File: config.mk
export PLATFORM = sky130hd
export DESIGN_NAME = mem_bus_initiator
export DESIGN_NICKNAME = d
export VERILOG_FILES = /design/src/rtl/mem_bus_initiator_pkg.sv /design/src/rtl/mem_bus_initiator_lane_align.sv /design/src/rtl/mem_bus_initiator.sv
export SDC_FILE = /design/constraint.sdc
export NUM_CORES = 1
export LEC_CHECK = 0
export BUFFER_PORTS_ARGS = -buffer_cell sky130_fd_sc_hd__buf_2
export CAP_MARGIN = 10
export CORE_MARGIN = 5
export CORE_UTILIZATION = 45
export DETAILED_ROUTE_END_ITERATION = 6
export MAX_ROUTING_LAYER = met4
export PLACE_DENSITY = 0.81
export SETUP_SLACK_MARGIN = 0.4
export SLEW_MARGIN = 10
export SYNTH_ARGS = -nofsm -noshare
export SYNTH_HDL_FRONTEND = slang
export SYNTH_SLANG_ARGS = --single-unit
File: constraint.sdc
create_clock -name clk -period 2.2 [get_ports clk]
set_input_delay 0 -clock clk [delete_from_list [all_inputs] [get_ports clk]]
set_output_delay 0 -clock clk [all_outputs]
set_load 0.02 [all_outputs]
File: src/rtl/mem_bus_initiator_pkg.sv
// rtl/mem_bus_initiator_pkg.sv - bus widths, access sizes and FSM states for the memory initiator
package memory_bus_sizes;

   localparam int ADDR_WIDTH = 32;
   localparam int DATA_WIDTH = 32;

   typedef enum logic [1:0] {
      SZ_BYTE = 2'd0,
      SZ_HALF = 2'd1,
      SZ_WORD = 2'd2,
      SZ_RSVD = 2'd3
   } mem_size_t;

   typedef enum logic [2:0] {
      ST_IDLE     = 3'd0,
      ST_RD_ISSUE = 3'd1,
      ST_RD_WAIT  = 3'd2,
      ST_WR_ISSUE = 3'd3,
      ST_WR_WAIT  = 3'd4,
      ST_RESP     = 3'd5
   } state_t;

   // Encoding 3 behaves as a full word everywhere.
   function automatic logic is_word(input mem_size_t size);
      return (size == SZ_WORD) || (size == SZ_RSVD);
   endfunction

   function automatic logic is_misaligned(input mem_size_t size, input logic [1:0] lsb);
      return ((size == SZ_HALF) && lsb[0]) || (is_word(size) && (lsb != 2'b00));
   endfunction

endpackage

File: src/rtl/mem_bus_initiator_lane_align.sv
// rtl/mem_bus_initiator_lane_align.sv - byte/halfword lane extraction and store merge
module mem_lane_align
   import memory_bus_sizes::*;
(
   input  logic [DATA_WIDTH-1:0] word_i,
   input  logic [1:0]            addr_i,
   input  mem_size_t             size_i,
   input  logic                  unsigned_i,
   input  logic [DATA_WIDTH-1:0] wdata_i,
   output logic [DATA_WIDTH-1:0] load_ext_o,
   output logic [DATA_WIDTH-1:0] merged_word_o
);

   logic [7:0]  byte_lane;
   logic [15:0] half_lane;

   assign byte_lane = word_i[{addr_i, 3'b000} +: 8];
   assign half_lane = word_i[{addr_i[1], 4'b0000} +: 16];

   always_comb begin
      load_ext_o = word_i;
      case (size_i)
         SZ_BYTE: load_ext_o = {{(DATA_WIDTH-8){byte_lane[7] & ~unsigned_i}}, byte_lane};
         SZ_HALF: load_ext_o = {{(DATA_WIDTH-16){half_lane[15] & ~unsigned_i}}, half_lane};
         default: load_ext_o = word_i;
      endcase
   end

   // The bus has no byte enables, so the untouched lanes come from the word just read.
   always_comb begin
      merged_word_o = word_i;
      case (size_i)
         SZ_BYTE: merged_word_o[{addr_i, 3'b000} +: 8]     = wdata_i[7:0];
         SZ_HALF: merged_word_o[{addr_i[1], 4'b0000} +: 16] = wdata_i[15:0];
         default: merged_word_o = wdata_i;
      endcase
   end

endmodule

File: src/rtl/mem_bus_initiator.sv
// rtl/mem_bus_initiator.sv - single-request load/store initiator for the word-wide memory bus
module mem_bus_initiator
   import memory_bus_sizes::*;
#(
   parameter int MEM_DELAY = 10,
   parameter int TIMEOUT   = 255,
   parameter int CNT_WIDTH = 8
) (
   input  logic                  clk,
   input  logic                  rst_n,
   input  logic                  req_valid,
   output logic                  req_ready,
   input  logic                  req_we,
   input  logic [1:0]            req_size,
   input  logic                  req_unsigned,
   input  logic [ADDR_WIDTH-1:0] req_addr,
   input  logic [DATA_WIDTH-1:0] req_wdata,
   output logic                  resp_valid,
   output logic [DATA_WIDTH-1:0] resp_rdata,
   output logic                  resp_err,
   output logic [ADDR_WIDTH-1:0] read_addr,
   output logic                  read_addr_valid,
   input  logic                  read_addr_ready,
   input  logic [DATA_WIDTH-1:0] read_data,
   input  logic                  read_data_valid,
   output logic [ADDR_WIDTH-1:0] write_addr,
   output logic                  write_addr_valid,
   input  logic                  write_addr_ready,
   output logic [DATA_WIDTH-1:0] write_data
);

   localparam logic [CNT_WIDTH-1:0] TO_LAST = CNT_WIDTH'((TIMEOUT > 0) ? TIMEOUT - 1 : 0);

   if (MEM_DELAY < 1) begin : g_bad_delay
      $error("MEM_DELAY must be at least 1");
   end
   if (TIMEOUT >= (1 << CNT_WIDTH)) begin : g_bad_cnt
      $error("CNT_WIDTH too narrow for TIMEOUT");
   end

   state_t                 state_q, state_d;
   logic                   we_q, we_d;
   mem_size_t              size_q, size_d;
   logic                   uns_q, uns_d;
   logic [ADDR_WIDTH-1:0]  addr_q, addr_d;
   logic [DATA_WIDTH-1:0]  wdata_q, wdata_d;
   logic [DATA_WIDTH-1:0]  wr_data_q, wr_data_d;
   logic                   rd_valid_q, rd_valid_d;
   logic                   wr_valid_q, wr_valid_d;
   logic [DATA_WIDTH-1:0]  rdata_q, rdata_d;
   logic                   err_q, err_d;
   logic [CNT_WIDTH-1:0]   cnt_q, cnt_d;

   logic [DATA_WIDTH-1:0]  load_ext;
   logic [DATA_WIDTH-1:0]  merged_word;
   logic                   bus_state;
   logic                   timeout_hit;

   mem_lane_align u_align (
      .word_i        (read_data),
      .addr_i        (addr_q[1:0]),
      .size_i        (size_q),
      .unsigned_i    (uns_q),
      .wdata_i       (wdata_q),
      .load_ext_o    (load_ext),
      .merged_word_o (merged_word)
   );

   assign bus_state   = (state_q == ST_RD_ISSUE) || (state_q == ST_RD_WAIT) ||
                        (state_q == ST_WR_ISSUE) || (state_q == ST_WR_WAIT);
   assign timeout_hit = (TIMEOUT != 0) && bus_state && (cnt_q == TO_LAST);

   always_comb begin
      state_d   = state_q;
      we_d      = we_q;
      size_d    = size_q;
      uns_d     = uns_q;
      addr_d    = addr_q;
      wdata_d   = wdata_q;
      wr_data_d = wr_data_q;
      rdata_d   = rdata_q;
      err_d     = err_q;

      case (state_q)
         ST_IDLE: begin
            if (req_valid) begin
               we_d    = req_we;
               size_d  = mem_size_t'(req_size);
               uns_d   = req_unsigned;
               addr_d  = req_addr;
               wdata_d = req_wdata;
               rdata_d = '0;
               err_d   = 1'b0;
               if (is_misaligned(mem_size_t'(req_size), req_addr[1:0])) begin
                  err_d   = 1'b1;
                  state_d = ST_RESP;
               end else if (req_we && is_word(mem_size_t'(req_size))) begin
                  wr_data_d = req_wdata;
                  state_d   = ST_WR_ISSUE;
               end else begin
                  state_d = ST_RD_ISSUE;
               end
            end
         end
         ST_RD_ISSUE: begin
            if (read_addr_ready) begin
               state_d = ST_RD_WAIT;
            end else if (timeout_hit) begin
               err_d   = 1'b1;
               rdata_d = '0;
               state_d = ST_RESP;
            end
         end
         ST_RD_WAIT: begin
            if (read_data_valid) begin
               if (we_q) begin
                  wr_data_d = merged_word;
                  state_d   = ST_WR_ISSUE;
               end else begin
                  rdata_d = load_ext;
                  state_d = ST_RESP;
               end
            end else if (timeout_hit) begin
               err_d   = 1'b1;
               rdata_d = '0;
               state_d = ST_RESP;
            end
         end
         ST_WR_ISSUE: begin
            if (write_addr_ready) begin
               state_d = ST_WR_WAIT;
            end else if (timeout_hit) begin
               err_d   = 1'b1;
               rdata_d = '0;
               state_d = ST_RESP;
            end
         end
         ST_WR_WAIT: begin
            if (read_data_valid) begin
               state_d = ST_RESP;
            end else if (timeout_hit) begin
               err_d   = 1'b1;
               rdata_d = '0;
               state_d = ST_RESP;
            end
         end
         ST_RESP: state_d = ST_IDLE;
         default: state_d = ST_IDLE;
      endcase

      // Valids follow the next state, so they drop the cycle after an accept or abort.
      rd_valid_d = (state_d == ST_RD_ISSUE);
      wr_valid_d = (state_d == ST_WR_ISSUE);

      if (state_d != state_q) begin
         cnt_d = '0;
      end else if (bus_state) begin
         cnt_d = cnt_q + 1'b1;
      end else begin
         cnt_d = '0;
      end
   end

   always_ff @(posedge clk or negedge rst_n) begin
      if (!rst_n) begin
         state_q    <= ST_IDLE;
         we_q       <= 1'b0;
         size_q     <= SZ_BYTE;
         uns_q      <= 1'b0;
         addr_q     <= '0;
         wdata_q    <= '0;
         wr_data_q  <= '0;
         rd_valid_q <= 1'b0;
         wr_valid_q <= 1'b0;
         rdata_q    <= '0;
         err_q      <= 1'b0;
         cnt_q      <= '0;
      end else begin
         state_q    <= state_d;
         we_q       <= we_d;
         size_q     <= size_d;
         uns_q      <= uns_d;
         addr_q     <= addr_d;
         wdata_q    <= wdata_d;
         wr_data_q  <= wr_data_d;
         rd_valid_q <= rd_valid_d;
         wr_valid_q <= wr_valid_d;
         rdata_q    <= rdata_d;
         err_q      <= err_d;
         cnt_q      <= cnt_d;
      end
   end

   assign req_ready        = (state_q == ST_IDLE);
   assign resp_valid       = (state_q == ST_RESP);
   assign resp_rdata       = rdata_q;
   assign resp_err         = err_q;
   assign read_addr        = {addr_q[ADDR_WIDTH-1:2], 2'b00};
   assign write_addr       = {addr_q[ADDR_WIDTH-1:2], 2'b00};
   assign read_addr_valid  = rd_valid_q;
   assign write_addr_valid = wr_valid_q;
   assign write_data       = wr_data_q;

endmodule

# Yosys cells after proc, flatten, opt, wreduce, memory -nomap -nowiden
# Cells that the tools add are included.
dict set report classes {
  n_mux 37
  n_reduce_logical 20
  n_bitwise 3
  n_eq_ne 23
  shifts 6
  add_sub_neg 3
}
# cell count
set op_table {}
lappend op_table {{$mux W32} 12}
lappend op_table {{$pmux W32 S2} 3}
lappend op_table {{$pmux W32 S5} 1}
lappend op_table {{$bwmux W32} 2}
lappend op_table {{$shift A16 B7 Y32 const A} 1}
lappend op_table {{$shift A8 B7 Y32 const A} 1}
lappend op_table {{$shiftx A16 B7 Y32} 1}
lappend op_table {{$shiftx A32 B6 Y16} 1}
lappend op_table {{$shiftx A32 B6 Y8} 1}
lappend op_table {{$shiftx A8 B7 Y32} 1}
lappend op_table {{$mux W3} 8}
lappend op_table {{$mux W8} 2}
lappend op_table {{$ne A2 B2 Y1 const B} 8}
lappend op_table {{$pmux W3 S5} 1}
lappend op_table {{$neg A5 Y7} 2}
lappend op_table {{$reduce_and A6 Y1} 2}
lappend op_table {{$eq A3 B2 Y1 const B} 3}
lappend op_table {{$add A8 B1 Y8 const B} 1}
lappend op_table {{$eq A8 B8 Y1 const B} 1}
lappend op_table {{$eq A3 B1 Y1 const B} 2}
lappend op_table {{$eq A3 B3 Y1 const B} 2}
lappend op_table {{$mux W1} 6}
lappend op_table {{$logic_or A1 B1 Y1} 5}
lappend op_table {{$reduce_and A5 Y1} 1}
lappend op_table {{17 further kinds} 24}
dict set report word_totals {
  regBits 146
  out_inout_bits 133
  inputBits 106
  elab_cells 104
}

# Depth between registers and ports, before layout
dict set report depth {
  depth_word 10
  ltp_mapped 9
  ltp_nobuf 7
}

# Modules after synthesis
# A second synthesis with hierarchy kept.
dict set report hier_totals {
  cells_unflattened 813
  hier_area_um2 8619.5
}
# mod instances cells_per_inst seq_area_each_um2 area_each_um2
set modules_own_cells {}
lappend modules_own_cells {mem_bus_initiator 1 538 3653.5 6630.1}
lappend modules_own_cells {mem_lane_align 1 275 0.0 1989.4}

# Worst setup path after synthesis
# OpenSTA, ideal clock, no wires.
dict set report synth_path {
  path_kind {register to register}
  startpoint {register addr_q[1]}
  endpoint {register wr_data_q[31], in the netlist write_data[31]}
  setup_ns 0.095
  arrival_ns 2.151
  slack_ns -0.047
  period_less_slack_ns 2.247
  stages_incl_launch_ff 10
  required_time_ns 2.105
  path_buffers 2
  path_cell_list {dfrtp_1 > inv_1 > clkbuf_1 > ha_1 > nor4bb_1 > clkbuf_1 > nand2_1 > o21ai_0 > a221oi_1 > o31ai_1}
}
dict set report synth_via {
  elab_chain_cells 7
  elab_cells_between_ends 12
  cone_classes {2 x add/sub; 4 x shift; 6 x mux}
}
# item line
set synth_lines {}
lappend synth_lines {{start, declared} mem_bus_initiator.sv:45} ;# logic [ADDR_WIDTH-1:0] addr_q, addr_d;
lappend synth_lines {{start signal, assigned} mem_bus_initiator.sv:183} ;# addr_q <= addr_d;
lappend synth_lines {{$neg A5 Y7 (on tied branches)} {mem_bus_initiator_lane_align.sv:34, mem_bus_initiator_lane_align.sv:33}}
lappend synth_lines {{$shiftx A16 B7 Y32 (tied with other cells)} mem_bus_initiator_lane_align.sv:34} ;# SZ_HALF: merged_word_o[{addr_i[1], 4'b0000} +: 16] = wdata_i[15:0];
lappend synth_lines {{$bwmux W32 (on tied branches)} {mem_bus_initiator_lane_align.sv:34, mem_bus_initiator_lane_align.sv:33}}
lappend synth_lines {{$pmux W32 S2 (*)} mem_bus_initiator_lane_align.sv:32} ;# case (size_i)
lappend synth_lines {{$mux W32 (*)} mem_bus_initiator.sv:116} ;# if (we_q) begin
lappend synth_lines {{$mux W32 (*)} mem_bus_initiator.sv:115} ;# if (read_data_valid) begin
lappend synth_lines {{$pmux W32 S2 (*)} mem_bus_initiator.sv:84} ;# case (state_q)
lappend synth_lines {{end signal, assigned} mem_bus_initiator.sv:185} ;# wr_data_q <= wr_data_d;
lappend synth_lines {{end, declared} mem_bus_initiator.sv:47} ;# logic [DATA_WIDTH-1:0] wr_data_q, wr_data_d;
# Every way passes the cells marked *; elsewhere a longest branch is shown, timed or not. The select of a mux whose other input is x is not followed.
# A chain may end at the register's enable or synchronous reset.

# Final worst setup path
dict set report layout_path {
  startpoint {register state_q[2]}
  endpoint {register wr_data_q[8], in the netlist write_data[8]}
}
dict set report layout_via {
  elab_chain_cells 3
  elab_cells_between_ends 10
  cone_classes {6 x eq/ne; 1 x mux; 3 x reduce/logical}
}
# item line
set layout_lines {}
lappend layout_lines {{start, declared} mem_bus_initiator.sv:41} ;# state_t state_q, state_d;
lappend layout_lines {{start signal, assigned} mem_bus_initiator.sv:179} ;# state_q <= state_d;
lappend layout_lines {{$eq A3 B2 Y1 / $logic_not A3 Y1 (equally long branches)} mem_bus_initiator.sv:84}
lappend layout_lines {{$ne A2 B2 Y1 (no source line) (tied with other cells)} --}
lappend layout_lines {{$reduce_and A6 Y1 (no source line)} --}
# Parallel ways exist; a longest one is shown, timed or not.

==> results.json <==
{
  "outcome": "complete, no violations",
  "hold_class": "in2reg",
  "vias": 8184,
  "fmax_mhz": 485.6,
  "syn_to_final_growth_pct": 53.44,
  "synth-edff-count": 0,
  "portBuffers": 234,
  "routed_wl_um": 32940,
  "async_flop_share": 1.000,
  "fin_crit_sh": 0.9360,
  "rsz0062_at_grt": "true",
  "yosysSeqAreaShare": 0.4696,
  "mostFrequentLayoutCells": "233 x buf_2, 138 x dfrtp_1, 96 x dlygate4sd3_1, 55 x buf_4, 52 x nor2_1",
  "tightest_slew_ps": 668.8,
  "row_count": 48,
  "synth_cells": 742,
  "gr-usage-all-layers": 0.2742,
  "first_global_vias": 7487,
  "ctsHtreeMaxLevel": 4,
  "cts.root.buffer_cell": "clkbuf_16",
  "ys.flop_type": "dfrtp_1",
  "power.density_mw_per_mm2": 1519,
  "gr-total-overflow": 0,
  "cp-end-kind": "flip-flop",
  "syn_area_per_cell_um2": 10.49,
  "clock_latency_ps": 440,
  "yosysUniqueCellTypes": 53,
  "ioPinCount": 239,
  "ys_warn_count": 0,
  "clk_path_buf_depth": 2,
  "ir_worst_vdd_mv": 0.8094,
  "finalClockSkew_ps": 17.16,
  "coreArea_mm2": 0.01712,
  "synth_seq_cells": 146,
  "finalHoldViolations": 0,
  "drt-wirelength-per-cell_um": 24.93,
  "grt_max_degree": 48,
  "ant_nets": 0,
  "layout_commonest_cell": "buf_2",
  "die_h_um": 141.5,
  "vias_per_cell": 6.195,
  "clk_pin_slew_ps": 70,
  "tritoncts": "yes",
  "leakage_nw": 5.592,
  "drtPass1Iterations": 6,
  "cts_made_buffers": 17,
  "dieArea_mm2": 0.02002,
  "critPathKind": "reg2reg",
  "post_synth_instance_area_mm2": 0.007780,
  "place_area_mm2": 0.008926,
  "initial_core_util": 0.4545,
  "die_width_um": 141.5,
  "grt_pass1_wl_um": 41480,
  "route.detailed.drc": 0,
  "hpwlAfterDp_um": 17580,
  "cp.required_ps": 2490,
  "crit_path_start_kind": "flip-flop",
  "gp_congestion": 0.9845,
  "stdcell_area_mm2": 0.01194,
  "max-slew-margin-rel": 0.5537,
  "maxCapViolations": 0,
  "clkSinkCount": 146,
  "nets": 1194,
  "slew_viol_final": 0,
  "tns_ps": 0,
  "cp.arrival_ps": 2350,
  "drive_gt1_frac": 0.4845,
  "drt_iter0_drc": 1163,
  "antenna_found_initial": 1,
  "setup_violations": 0,
  "fin_crit_ps": 2059,
  "path_max_fanout": 7
}
## stage by stage
stage               total power [W]  instances  hold slack (ps)  setup slack [ps]  utilization
floorplan                   0.01020        745           -295.6             382.4            -
global placement            0.01187       1124           -38.50             280.2       0.5215
detailed placement          0.01201       1124           -32.49             254.6       0.5215
CTS                         0.01599       1277            10.31             324.1       0.6409
global route                0.01874       1320            26.07             89.07       0.6973
finish                      0.01814       1321            36.20             140.7       0.6974
## layer usage
| layer | track usage | share of wire | vias to the layer above |
|---|---|---|---|
| met1 | 0.3593 | 0.36 | 3888 |
| met4 | 0.1066 | 0.063 | 0 |
| li1 | - | - | 3353 |
| met3 | 0.05696 | 0.12 | 206 |
| met2 | 0.4211 | 0.46 | 737 |
| met5 | - | 0 | - |
## final cells by class
cell class / instances / area [um2]
inverters: 15 / 61.31
multi-input cells: 472 / 3955
flip-flops and latches: 146 / 3666
fillers: 1124 / 5179
clock inverters: 14 / 201.4
well taps: 225 / 281.5
diodes: 2 / 5.005
clock buffers: 18 / 429.2
repair buffers: 429 / 3338
## sequential cells by signal, indices dropped and copies added (netlist names)
| register | count |
|---|---|
| resp_err | 1 |
| read_addr_valid | 1 |
| resp_rdata | 32 |
| uns_q | 1 |
| wdata_q | 32 |
| size_q | 2 |
| write_data | 32 |
| addr_q | 32 |
| write_addr_valid | 1 |
| cnt_q | 8 |
| state_q | 3 |
| we_q | 1 |
## cells in the mapped netlist (3+ instances only)
master | n | area, um2
and2_1 | 6 | 37.54
a22o_1 | 8 | 70.07
nor3_1 | 5 | 25.02
buf_4 | 70 | 525.5
nand2b_1 | 16 | 100.1
mux2i_1 | 11 | 110.1
o31ai_1 | 32 | 240.2
a221oi_1 | 24 | 210.2
o2bb2ai_1 | 24 | 210.2
a221o_1 | 24 | 240.2
a21oi_1 | 30 | 150.1
nand3_1 | 9 | 45.04
inv_1 | 14 | 52.55
xor2_1 | 5 | 43.79
buf_2 | 18 | 90.09
a32o_1 | 7 | 70.07
ha_1 | 7 | 87.58
o211ai_1 | 9 | 67.56
and3_1 | 3 | 18.77
dfrtp_1 | 146 | 3654
clkbuf_1 | 23 | 86.33
mux2_2 | 66 | 743.2
nand2_1 | 62 | 232.7
nor2_1 | 55 | 206.5
nor2b_1 | 9 | 56.30
o21ai_0 | 27 | 135.1
## what timing repair did
item                                    in CTS  in global routing
hold endpoints to repair                   218                  0
setup buffers                               21                 31
gates cloned                                 4                 11
gates resized for setup                     36                114
hold buffers                                96                  0
pin swaps                                    8                 36
endpoints found under the setup margin     123                113
## final timing paths
path                                           start                         end  slack, ps  depth (start not counted)
worst max-delay path            state_q[2]$_DFF_PN0_   write_data[8]$_DFFE_PN0P_        140                          9
worst min-delay path                   read_data[13]  resp_rdata[13]$_DFFE_PN0P_         40                          3
worst max register to register  state_q[2]$_DFF_PN0_   write_data[8]$_DFFE_PN0P_        140                          9
worst min register to register    cnt_q[0]$_DFF_PN0_          cnt_q[0]$_DFF_PN0_        480                          1
max in group asynchronous                      rst_n  resp_rdata[26]$_DFFE_PN0P_       1360                          3
min in group asynchronous                      rst_n  write_addr_valid$_DFF_PN0_         70                          2
## worst max-delay path, cell delays in order (launching register included)
cell and delay, ps:
dfrtp_2 440, buf_4 180, nor2b_1 310, nand3_2 150, a21boi_4 220, buf_12 200
buf_4 130, buf_6 110, nand2_1 70, o31ai_1 100
## report_power, final
| part | leakage (nW) | switching (W) | total [W] | internal (W) |
|---|---|---|---|---|
| Clock | 0.302 | 0.00123 | 0.00315 | 0.00192 |
| Sequential | 1.83 | 0.00126 | 0.00511 | 0.00384 |
| Combinational | 3.46 | 0.00558 | 0.00988 | 0.00431 |
## cells by family (layout without fill, tap and decap cells)
| kind of cell | count (synthesis) | count (layout) | share of synthesized area |
|---|---|---|---|
| XOR/XNOR | 6 | 6 | 0.006755 |
| adder cells (fa/ha/maj) | 7 | 7 | 0.01126 |
| AO/OA/AOI/OAI | 199 | 199 | 0.1962 |
| other | 1 | 6 | 0.0004820 |
| AND/OR/NAND/NOR | 179 | 179 | 0.1081 |
| flip-flops | 146 | 146 | 0.4696 |
| multiplexers | 77 | 77 | 0.1097 |
| buffers and inverters | 127 | 476 | 0.09794 |
Note: power is estimated with default switching activity, not from simulation.
